File: src/rtl/conv_acc_pkg.sv
package conv_acc_pkg;

  localparam int unsigned ACC_FIFO_DEPTH = 4096;

  typedef enum logic [1:0] {
    BT_FIRST = 2'd0,
    BT_MID   = 2'd1,
    BT_LAST  = 2'd2
  } batch_type_t;

  typedef enum logic [1:0] {
    IDLE  = 2'd0,
    RUN   = 2'd1,
    GAP   = 2'd2,
    DRAIN = 2'd3
  } state_t;

endpackage

File: src/rtl/conv_acc_cnt.sv
module conv_acc_cnt #(
  parameter int unsigned W = 8
) (
  input  logic         sclk,
  input  logic         s_rst_n,
  input  logic         clr,
  input  logic         en,
  output logic [W-1:0] cnt
);

  always_ff @(posedge sclk or negedge s_rst_n) begin
    if (!s_rst_n)  cnt <= '0;
    else if (clr)  cnt <= '0;
    else if (en)   cnt <= cnt + W'(1);
  end

endmodule

File: src/rtl/conv_acc_ctrl.sv
module conv_acc_ctrl
  import conv_acc_pkg::*;
#(
  parameter int unsigned PIX_W   = 13,
  parameter int unsigned BAT_W   = 8,
  parameter int unsigned GAP_CYC = 4
) (
  input  logic             sclk,
  input  logic             s_rst_n,
  input  logic             cfg_start,
  input  logic [BAT_W-1:0] cfg_batch_num,
  input  logic [PIX_W-1:0] cfg_pix_num,
  input  logic             up_vld,
  output logic             up_rdy,
  output logic             acc_vld,
  output logic [1:0]       acc_batch_type,
  output logic             res_vld,
  output logic             busy,
  output logic             done,
  output logic             cfg_err
);

  localparam int unsigned GAP_W = (GAP_CYC > 1) ? $clog2(GAP_CYC) : 1;

  state_t           state, state_nxt;
  batch_type_t      bt_q;
  logic [BAT_W-1:0] bat_num_q, bat_cnt;
  logic [PIX_W-1:0] pix_num_q, pix_cnt;
  logic [GAP_W-1:0] gap_cnt;
  logic             cfg_ok, start_ok, hs, pix_tc, bat_tc, gap_tc, batch_end;

  assign cfg_ok    = (cfg_batch_num >= BAT_W'(2)) && (cfg_pix_num != '0) &&
                     (32'(cfg_pix_num) <= ACC_FIFO_DEPTH);
  assign start_ok  = (state == IDLE) && cfg_start;
  assign hs        = up_vld && up_rdy;
  assign acc_vld   = hs;
  assign pix_tc    = (pix_cnt == pix_num_q - PIX_W'(1));
  assign bat_tc    = (bat_cnt == bat_num_q - BAT_W'(1));
  assign gap_tc    = (state == GAP) && (gap_cnt == GAP_W'(GAP_CYC - 1));
  assign batch_end = hs && pix_tc;
  assign busy      = (state != IDLE);
  assign acc_batch_type = bt_q;

  conv_acc_cnt #(.W(PIX_W)) u_pix_cnt (
    .sclk(sclk), .s_rst_n(s_rst_n),
    .clr(start_ok || batch_end), .en(hs), .cnt(pix_cnt)
  );

  conv_acc_cnt #(.W(BAT_W)) u_bat_cnt (
    .sclk(sclk), .s_rst_n(s_rst_n),
    .clr(start_ok), .en(batch_end && !bat_tc), .cnt(bat_cnt)
  );

  conv_acc_cnt #(.W(GAP_W)) u_gap_cnt (
    .sclk(sclk), .s_rst_n(s_rst_n),
    .clr(start_ok || gap_tc), .en(state == GAP), .cnt(gap_cnt)
  );

  always_ff @(posedge sclk or negedge s_rst_n) begin
    if (!s_rst_n) state <= IDLE;
    else          state <= state_nxt;
  end

  always_comb begin
    state_nxt = state;
    up_rdy    = 1'b0;
    case (state)
      IDLE:  if (cfg_start && cfg_ok) state_nxt = RUN;
      RUN: begin
        up_rdy = 1'b1;
        if (batch_end) state_nxt = bat_tc ? DRAIN : GAP;
      end
      GAP:   if (gap_tc) state_nxt = RUN;
      DRAIN: state_nxt = IDLE;
      default: state_nxt = IDLE;
    endcase
  end

  // type for the next batch is decoded at GAP entry from bat_cnt+1, since bat_cnt itself updates on the same edge
  always_ff @(posedge sclk or negedge s_rst_n) begin
    if (!s_rst_n) begin
      bat_num_q <= '0;
      pix_num_q <= '0;
      bt_q      <= BT_FIRST;
      res_vld   <= 1'b0;
      done      <= 1'b0;
      cfg_err   <= 1'b0;
    end else begin
      res_vld <= hs && (bt_q == BT_LAST);
      done    <= (state == DRAIN);
      cfg_err <= start_ok && !cfg_ok;
      if (start_ok && cfg_ok) begin
        bat_num_q <= cfg_batch_num;
        pix_num_q <= cfg_pix_num;
        bt_q      <= BT_FIRST;
      end else if (batch_end && !bat_tc) begin
        bt_q <= (bat_cnt + BAT_W'(1) == bat_num_q - BAT_W'(1)) ? BT_LAST : BT_MID;
      end
    end
  end

endmodule

File: config.mk
export PLATFORM = sky130hd
export DESIGN_NAME = conv_acc_ctrl
export DESIGN_NICKNAME = d
export VERILOG_FILES = /design/src/rtl/conv_acc_pkg.sv /design/src/rtl/conv_acc_cnt.sv /design/src/rtl/conv_acc_ctrl.sv
export SDC_FILE = /design/constraint.sdc
export NUM_CORES = 1
export LEC_CHECK = 0
export ABC_CLOCK_PERIOD_IN_PS = 4520
export CAP_MARGIN = 20
export CORE_ASPECT_RATIO = 1.75
export CORE_MARGIN = 2
export CORE_UTILIZATION = 35
export DETAILED_ROUTE_END_ITERATION = 12
export MAX_ROUTING_LAYER = met4
export PLACE_DENSITY = 0.57
export REMOVE_ABC_BUFFERS = 1
export SYNTH_ARGS = -nofsm -noshare
export SYNTH_HDL_FRONTEND = slang
export SYNTH_HIERARCHICAL = 1
export SYNTH_SLANG_ARGS = --single-unit
File: constraint.sdc
create_clock -name sclk -period 4.52 [get_ports sclk]
set_input_delay 0.452 -clock sclk [delete_from_list [all_inputs] [get_ports sclk]]
set_output_delay 0.452 -clock sclk [all_outputs]
set_load 0.05 [all_outputs]
==> impl_metrics.py, run 1 <==
metrics = {
    "pwr": {
        "post-layout-total-power_mw": 1.081,
        "ir_drop_mv": 0.2964,
        "leakagePower_nw": 1.661,
        "cellPowerDensity_nw_per_um2": 284.9,
    },
    "synthesis": {
        "ys_seq_area_share_pct": 39.53,
        "synth.avg_cell_area_sq_um": 9.902,
        "synthArstFlopShare_pct": 100.0,
        "synth-compound-area-share_pct": 11.24,
        "netlist_area_sq_um": 3228,
        "synth_adder_area_share_pct": 1.938,
        "yosys.cell_types.count": 57,
        "postSynthRegisterBits": 51,
        "synth.yosys.warnings": 6,
        "multiplexer_share_of_the_synthesized_area_pct": 8.953,
        "synthXorXnorAreaFrac_pct": 12.52,
        "synth_simple_gate_area_share_pct": 22.71,
        "post_synth_inst_count": 326,
        "dominantRegCellSynth": "sky130_fd_sc_hd__dfrtp_1",
        "synth_top_family_by_area": "simple AND/OR/NAND/NOR gates",
        "synth-edff-count": 0,
    },
    "global_routing": {
        "antenna_found_initial": 0,
        "grt_max_degree": 52,
        "grt_usage_pct": 16.89,
        "grt_pass1_wl_um": 12900,
        "grt_remaining_overflow": 0,
        "first_global_vias": 2608,
    },
    "cts": {
        "clk_latency_ns": 0.30,
        "ctsHtreeMaxLevel": 2,
        "worst_setup_hold_path_clk_slew_ns": 0.07,
        "ctsHoldBuffers": 0,
        "cts-buffers-inserted": 5,
        "post-cts-setup-buffer-count": 0,
        "ctsLongestPathBuffers": 2,
        "cts_sinks": 51,
        "tritoncts": "done",
        "root_buffer": "sky130_fd_sc_hd__clkbuf_16",
        "resized_after_cts": 0,
    },
    "hold_path": {
        "hold_path.class": "primary input to async pin",
    },
    "routing": {
        "overall_via_count_from_detail_route": 2579,
        "vias_per_cell": 5.407,
        "dr.first_iter.drc_count": 103,
        "drt.antenna.violating_nets": 0,
        "detailedRoute.firstPassIterationCount": 4,
        "wl_per_cell_um": 15.88,
        "remaining_drc_errors": 0,
        "postRouteWirelength_um": 7574,
    },
    "sta": {
        "tightestPinTransition_ns": 0.9228,
        "maxSlewHeadroom_pct": 38.33,
        "slew_limit_fails": 0,
        "post-route-period-util_pct": 79.93,
        "fin_skew_ns": 0.009446,
        "fin_tns_setup_ns": 0,
        "layout_min_cycle_time_ns": 3.613,
        "timing_hold_violations_final": 0,
        "setup-violations-final": 0,
        "grt_setup_unrepaired": "no",
        "fmaxAchievable_mhz": 276.8,
    },
    "floorplanning": {
        "floorplan.die_area_sq_um": 10040,
        "dieHeight_um": 131.0,
        "ios": 33,
        "core_region_area_sq_um": 9036,
        "die_width_um": 76.60,
        "start_util_pct": 35.72,
        "core.rowCount": 46,
    },
    "run_status": {
        "status": "finished clean",
    },
    "worst_setup_path": {
        "source_of_the_worst_register_to_register_timing_path": "pix_num_q[0]$_DFFE_PN0P_",
        "critical_path.endpoint_type": "flip-flop",
        "worstSetupStartpoint": "pix_num_q[0]$_DFFE_PN0P_",
        "worstSetupPathType": "flip-flop to flip-flop",
        "critPathMaxFanout": 17,
        "cp_startpoint_kind": "flip-flop",
        "worstPathRequired_ns": 4.70,
        "worst-endpoint-arrival_ns": 3.79,
    },
    "finish": {
        "final_common_cell": "sky130_fd_sc_hd__dfrtp_1",
        "final-instance-count-excl-fill": 477,
        "area_delta_synth_final_pct": 17.56,
        "final_net_count": 386,
        "post_route_cells_drive_above_1_share_pct": 12.04,
        "antenna-diode-count": 0,
        "mostFrequentLayoutCells": "sky130_fd_sc_hd__dfrtp_1 (51), sky130_fd_sc_hd__clkdlybuf4s50_1 (31), sky130_fd_sc_hd__nor2_1 (24), sky130_fd_sc_hd__xnor2_1 (22), sky130_fd_sc_hd__mux2_2 (21)",
    },
    "placement": {
        "hpwl_after_detailed_placement_um": 5818,
        "routability_congestion_estimate_from_global_placement": 0.8420,
        "portBuffers": 32,
        "dpl.cell_count": 469,
    },
    "run": {
        "max-cap-violations": 0,
    },
}
-- registers in the layout (all words and copies together) (netlist names) --
name,count
acc_batch_type,2
bat_num_q,8
cfg_err,1
done,1
pix_num_q,13
res_vld,1
state,2
u_bat_cnt/cnt,8
u_gap_cnt/cnt,2
u_pix_cnt/cnt,13
-- area by class of cell --
class,instances,area (sq um)
timing repair buffer,34,330.3
clock inverter,3,23.77
fill,924,5241
multi-input combinational,254,1852
clock buffer,5,125.1
tap,120,150.1
inverter,10,37.54
sequential,51,1276
-- path summary, 6_finish.rpt --
kind,endpoint,slack (ns),depth (start not counted)
max,u_pix_cnt/cnt[11]$_DFFE_PN0P_,0.91,12
min,u_pix_cnt/cnt[5]$_DFFE_PN0P_,0.26,2
max reg2reg,u_pix_cnt/cnt[11]$_DFFE_PN0P_,0.91,12
min reg2reg,res_vld$_DFF_PN0_,0.52,1
max in group asynchronous,bat_num_q[0]$_DFFE_PN0P_,3.80,2
min in group sclk,res_vld$_DFF_PN0_,0.52,1
-- cell usage after synthesis, drive strengths merged (2+ instances only) --
master | count | area [sq um]
mux2i | 3 | 30.03
o31ai | 5 | 37.54
a2111oi | 2 | 23.77
inv | 10 | 37.54
or3 | 6 | 37.54
buf | 9 | 55.05
mux2 | 23 | 259.0
o21ai | 14 | 70.06
ha | 5 | 62.56
nor4 | 13 | 87.58
nand2 | 19 | 71.32
and2 | 8 | 50.05
xnor2 | 22 | 192.7
a21oi | 15 | 78.83
and3 | 3 | 18.77
dfrtp | 51 | 1276
xnor3 | 2 | 45.04
nor3 | 9 | 45.04
xor2 | 19 | 166.4
nor2 | 24 | 90.09
nor2b | 5 | 31.28
nand3b | 2 | 15.01
a211oi | 2 | 15.01
o21bai | 2 | 15.01
nand3 | 12 | 65.06
o2111ai | 2 | 35.04
nand4 | 9 | 62.56
or4 | 8 | 63.81
nor3b | 5 | 37.54
clkbuf | 2 | 7.510
-- worst max-delay path, cell delays in order (launching register included) --
cell                        delay, ns
sky130_fd_sc_hd__dfrtp_1         0.45
sky130_fd_sc_hd__inv_1           0.09
sky130_fd_sc_hd__ha_1            0.19
sky130_fd_sc_hd__or4b_4          0.49
sky130_fd_sc_hd__nor4_2          0.33
sky130_fd_sc_hd__o21bai_1        0.16
sky130_fd_sc_hd__a2111oi_2       0.42
sky130_fd_sc_hd__nand4_1         0.25
sky130_fd_sc_hd__nand2_1         0.13
sky130_fd_sc_hd__buf_4           0.22
sky130_fd_sc_hd__o211ai_2        0.18
sky130_fd_sc_hd__nor4_1          0.24
sky130_fd_sc_hd__mux2_1          0.35
-- cells by family (layout without fill, tap and decap cells) --
| logic type | count (synthesis) | after routing |
|---|---|---|
| DFF | 51 | 51 |
| xor gates and xnor gates | 43 | 43 |
| AOI/OAI and AO/OA | 51 | 51 |
| and+or+nand+nor | 129 | 129 |
| buffers and inverters | 21 | 52 |
| adders and majority gates | 5 | 5 |
| muxes | 26 | 26 |
-- stage by stage --
stage | setup WS [ns] | instance area (sq um) | util, % | hold WS, ns
2_1_floorplan | 1.224 | 3166 | - | 0.1564
3_3_place_gp | 0.9063 | 3646 | 40.35 | 0.5145
3_5_place_dp | 0.8920 | 3646 | 40.35 | 0.4964
4_1_cts | 0.8811 | 3795 | 42.00 | 0.2958
5_1_grt | 0.5243 | 3795 | 42.00 | 0.3274
6_report | 0.9071 | 3795 | 42.00 | 0.2632
-- report_power, final --
part	total, mW	switching, mW	internal, mW
logic	0.151	0.0743	0.0771
clock network	0.384	0.177	0.207
registers	0.545	0.0601	0.485
total	1.08	0.311	0.770
-- layer usage --
metal | track usage (%) | up-vias | wire [um]
met1 | 15.59 | 1275 | 2649
li1 | - | 1249 | -
met3 | 2.541 | 16 | 173
met5 | - | - | 0
met4 | 8.128 | 0 | 269
met2 | 33.58 | 39 | 4481
(Power assumes the default switching activity.)
==> run 2: changes to the inputs <==
ABC_CLOCK_PERIOD_IN_PS = 3600   (was 4520)
clock period = 3.6 ns   (was 4.52 ns; I/O delays follow)
==> run 2 against run 1 <==
  * Setup slack worse by 0.64 ns
  * Register-to-register slack worse by 0.64 ns
  * Flip-flop and latch count unchanged
  * Routed wire length down 0.75%
  * Clock skew decreased by 0.0026 ns
  * Clock power grew 33%
  * Critical path depth decreased by 1
  * Fmax grew 8.6%
  * Largest power group unchanged
==> impl_metrics.py, run 2 (same netlist as run 1, synthesis figures left out) <==
metrics = {
    "finish": {
        "reg.largest.list": "pix_num_q (13), u_pix_cnt/cnt (13)",
        "post_route_cells_drive_above_1_share_pct": 13.02,
        "area_delta_synth_final_pct": 19.11,
        "multi_input_area_sq_um": 1861,
        "fraction_of_the_core_area_covered_by_cells_at_the_end_of_the_flow_pct": 42.55,
        "final_common_cell": "sky130_fd_sc_hd__dfrtp_1",
        "final-instance-count-excl-fill": 481,
        "antenna-diode-count": 0,
        "final.fill_count": 912,
        "sequential_cell_area_sq_um": 1276,
        "mostFrequentLayoutCells": "sky130_fd_sc_hd__dfrtp_1 (51), sky130_fd_sc_hd__clkdlybuf4s50_1 (31), sky130_fd_sc_hd__nor2_1 (24), sky130_fd_sc_hd__xnor2_1 (22), sky130_fd_sc_hd__mux2_2 (21)",
        "final_net_count": 390,
        "stdcell_area_sq_um": 3845,
    },
    "worst_setup_path": {
        "worst-endpoint-arrival_ns": 3.51,
        "critical_path.endpoint_type": "flip-flop",
        "worstPathCellList": "inv_1, ha_1, or4b_4, nor4_4, o21bai_1, a2111oi_2, nand4_1, nand2_1, o211ai_2, nor4_1, mux2_1",
        "reg2regPathDepth": 11,
        "setup.reg_to_reg.worst_slack_ns": 0.27,
        "worstSetupPathType": "flip-flop to flip-flop",
        "cp_startpoint_kind": "flip-flop",
        "cpMaxStageDelayCell": "sky130_fd_sc_hd__or4b_4",
        "ff_to_ff_end": "u_pix_cnt/cnt[11]$_DFFE_PN0P_",
        "critPathMaxStageDelay_ns": 0.51,
        "source_of_the_worst_register_to_register_timing_path": "pix_num_q[0]$_DFFE_PN0P_",
        "critPathMaxFanout": 7,
        "worstPathRequired_ns": 3.78,
    },
    "placement": {
        "routability_congestion_estimate_from_global_placement": 0.9406,
        "hpwl_after_detailed_placement_um": 5940,
        "dp_worst_setup_slack_ns": 0.2052,
        "portBuffers": 32,
        "dpl.cell_count": 473,
        "dpl-instance-area_sq_um": 3676,
    },
    "sta": {
        "tightestPinTransition_ns": 0.6048,
        "setup-violations-final": 0,
        "worst_hold_slack_ns": 0.06592,
        "maxSlewHeadroom_pct": 59.68,
        "fin_tns_setup_ns": 0,
        "fin_skew_ns": 0.006848,
        "timing_hold_violations_final": 0,
        "layout_min_cycle_time_ns": 3.328,
        "slew_limit_fails": 0,
        "post-route-period-util_pct": 92.45,
        "worst_slack_ns": 0.2717,
        "fmaxAchievable_mhz": 300.5,
    },
    "floorplanning": {
        "start_util_pct": 35.72,
        "die_width_um": 76.60,
        "core_region_area_sq_um": 9036,
        "dieHeight_um": 131.0,
        "floorplan.die_area_sq_um": 10040,
        "core.rowCount": 46,
        "ios": 33,
    },
    "routing": {
        "postRouteWirelength_um": 7517,
        "drt.antenna.violating_nets": 0,
        "dr.first_iter.drc_count": 66,
        "detailedRoute.firstPassIterationCount": 4,
        "vias_per_cell": 5.360,
        "remaining_drc_errors": 0,
        "wl_per_cell_um": 15.63,
        "overall_via_count_from_detail_route": 2578,
    },
    "global_routing": {
        "grt_remaining_overflow": 0,
        "grt_usage_pct": 16.65,
        "grt_pass1_wl_um": 12760,
        "grt_max_degree": 28,
        "antenna_found_initial": 0,
        "first_global_vias": 2654,
    },
    "pwr": {
        "part_of_the_power_in_registers_pct": 49.5,
        "power.share.switching_pct": 27.66,
        "ir_drop_mv": 0.2979,
        "power.internal_mw": 1.002,
        "post-layout-total-power_mw": 1.385,
        "leakagePower_nw": 1.697,
        "combinationalPowerShare_pct": 13.8,
        "p_sw_uw": 383.1,
        "cellPowerDensity_nw_per_um2": 360.3,
        "clockPowerShare_pct": 36.7,
    },
    "hold_path": {
        "hold_path.class": "primary input to async pin",
    },
    "run": {
        "max-cap-violations": 0,
    },
    "cts": {
        "ctsLongestPathBuffers": 2,
        "clk_latency_ns": 0.29,
        "ctsHtreeMaxLevel": 2,
        "root_buffer": "sky130_fd_sc_hd__clkbuf_16",
        "tritoncts": "done",
        "ctsHoldBuffers": 0,
        "cts-buffers-inserted": 5,
        "worst_setup_hold_path_clk_slew_ns": 0.07,
        "cts_sinks": 51,
    },
    "run_status": {
        "status": "finished clean",
    },
}
==> run 2: cell count changes in the layout (fill, tap and decap cells not counted) <==
cell / before / now
sky130_fd_sc_hd__clkbuf_8: 0 / 2
sky130_fd_sc_hd__buf_4: 2 / 6
sky130_fd_sc_hd__inv_6: 1 / 0
sky130_fd_sc_hd__nor4_4: 0 / 1
sky130_fd_sc_hd__nor4_2: 1 / 0
sky130_fd_sc_hd__clkinvlp_4: 2 / 1
==> run 2: worst max-delay path by stage <==
stage | startpoint | endpoint | slack, ns | depth (start not counted)
floorplan | pix_num_q[0]$_DFFE_PN0P_ | u_pix_cnt/cnt[11]$_DFFE_PN0P_ | 0.30 | 11
global placement | pix_num_q[0]$_DFFE_PN0P_ | u_pix_cnt/cnt[11]$_DFFE_PN0P_ | 0.38 | 11
detailed placement | pix_num_q[0]$_DFFE_PN0P_ | u_pix_cnt/cnt[11]$_DFFE_PN0P_ | 0.21 | 11
CTS | pix_num_q[0]$_DFFE_PN0P_ | u_pix_cnt/cnt[11]$_DFFE_PN0P_ | 0.21 | 11
global route | pix_num_q[0]$_DFFE_PN0P_ | u_pix_cnt/cnt[11]$_DFFE_PN0P_ | -0.005 | 11
finish | pix_num_q[0]$_DFFE_PN0P_ | u_pix_cnt/cnt[11]$_DFFE_PN0P_ | 0.27 | 11
==> run 2: repair_timing <==
item	CTS	global route
resized for setup	0	1
setup endpoints to repair	0	5
setup buffers	0	0
==> run 2: critical path, delay by kind of cell (launching register included) <==
kind	cells	cell delay, ns
compound gates	3	0.76
buf+inv	1	0.08
flops	1	0.43
simple gates	5	1.41
mux	1	0.35
fa+ha+maj	1	0.19
==> run 2: area by class of cell <==
type	instances	share of cell area, %
Timing Repair Buffer	38	9.372
Sequential cell	51	33.19
Multi-Input combinational cell	254	48.39
Clock inverter	1	0.1952
Inverter	10	0.9762
Tap cell	120	3.905
Clock buffer	7	3.970
==> run 2: power groups by stage <==
stage / clock, mW / sequential, mW / combinational, mW
after floorplan: 0 / 0.676 / 0.127
after global placement: 0 / 0.702 / 0.188
after detailed placement: 0 / 0.698 / 0.193
after CTS: 0.520 / 0.687 / 0.194
after global routing: 0.543 / 0.694 / 0.215
final: 0.509 / 0.686 / 0.191
==> run 2: routing by layer <==
layer  wire (um)  track usage, %  up-vias
li1            -               -     1257
met4         280           8.556        0
met5           0               -        -
met3         143           2.198       19
met1        2731           15.65     1267
met2        4363           32.74       35
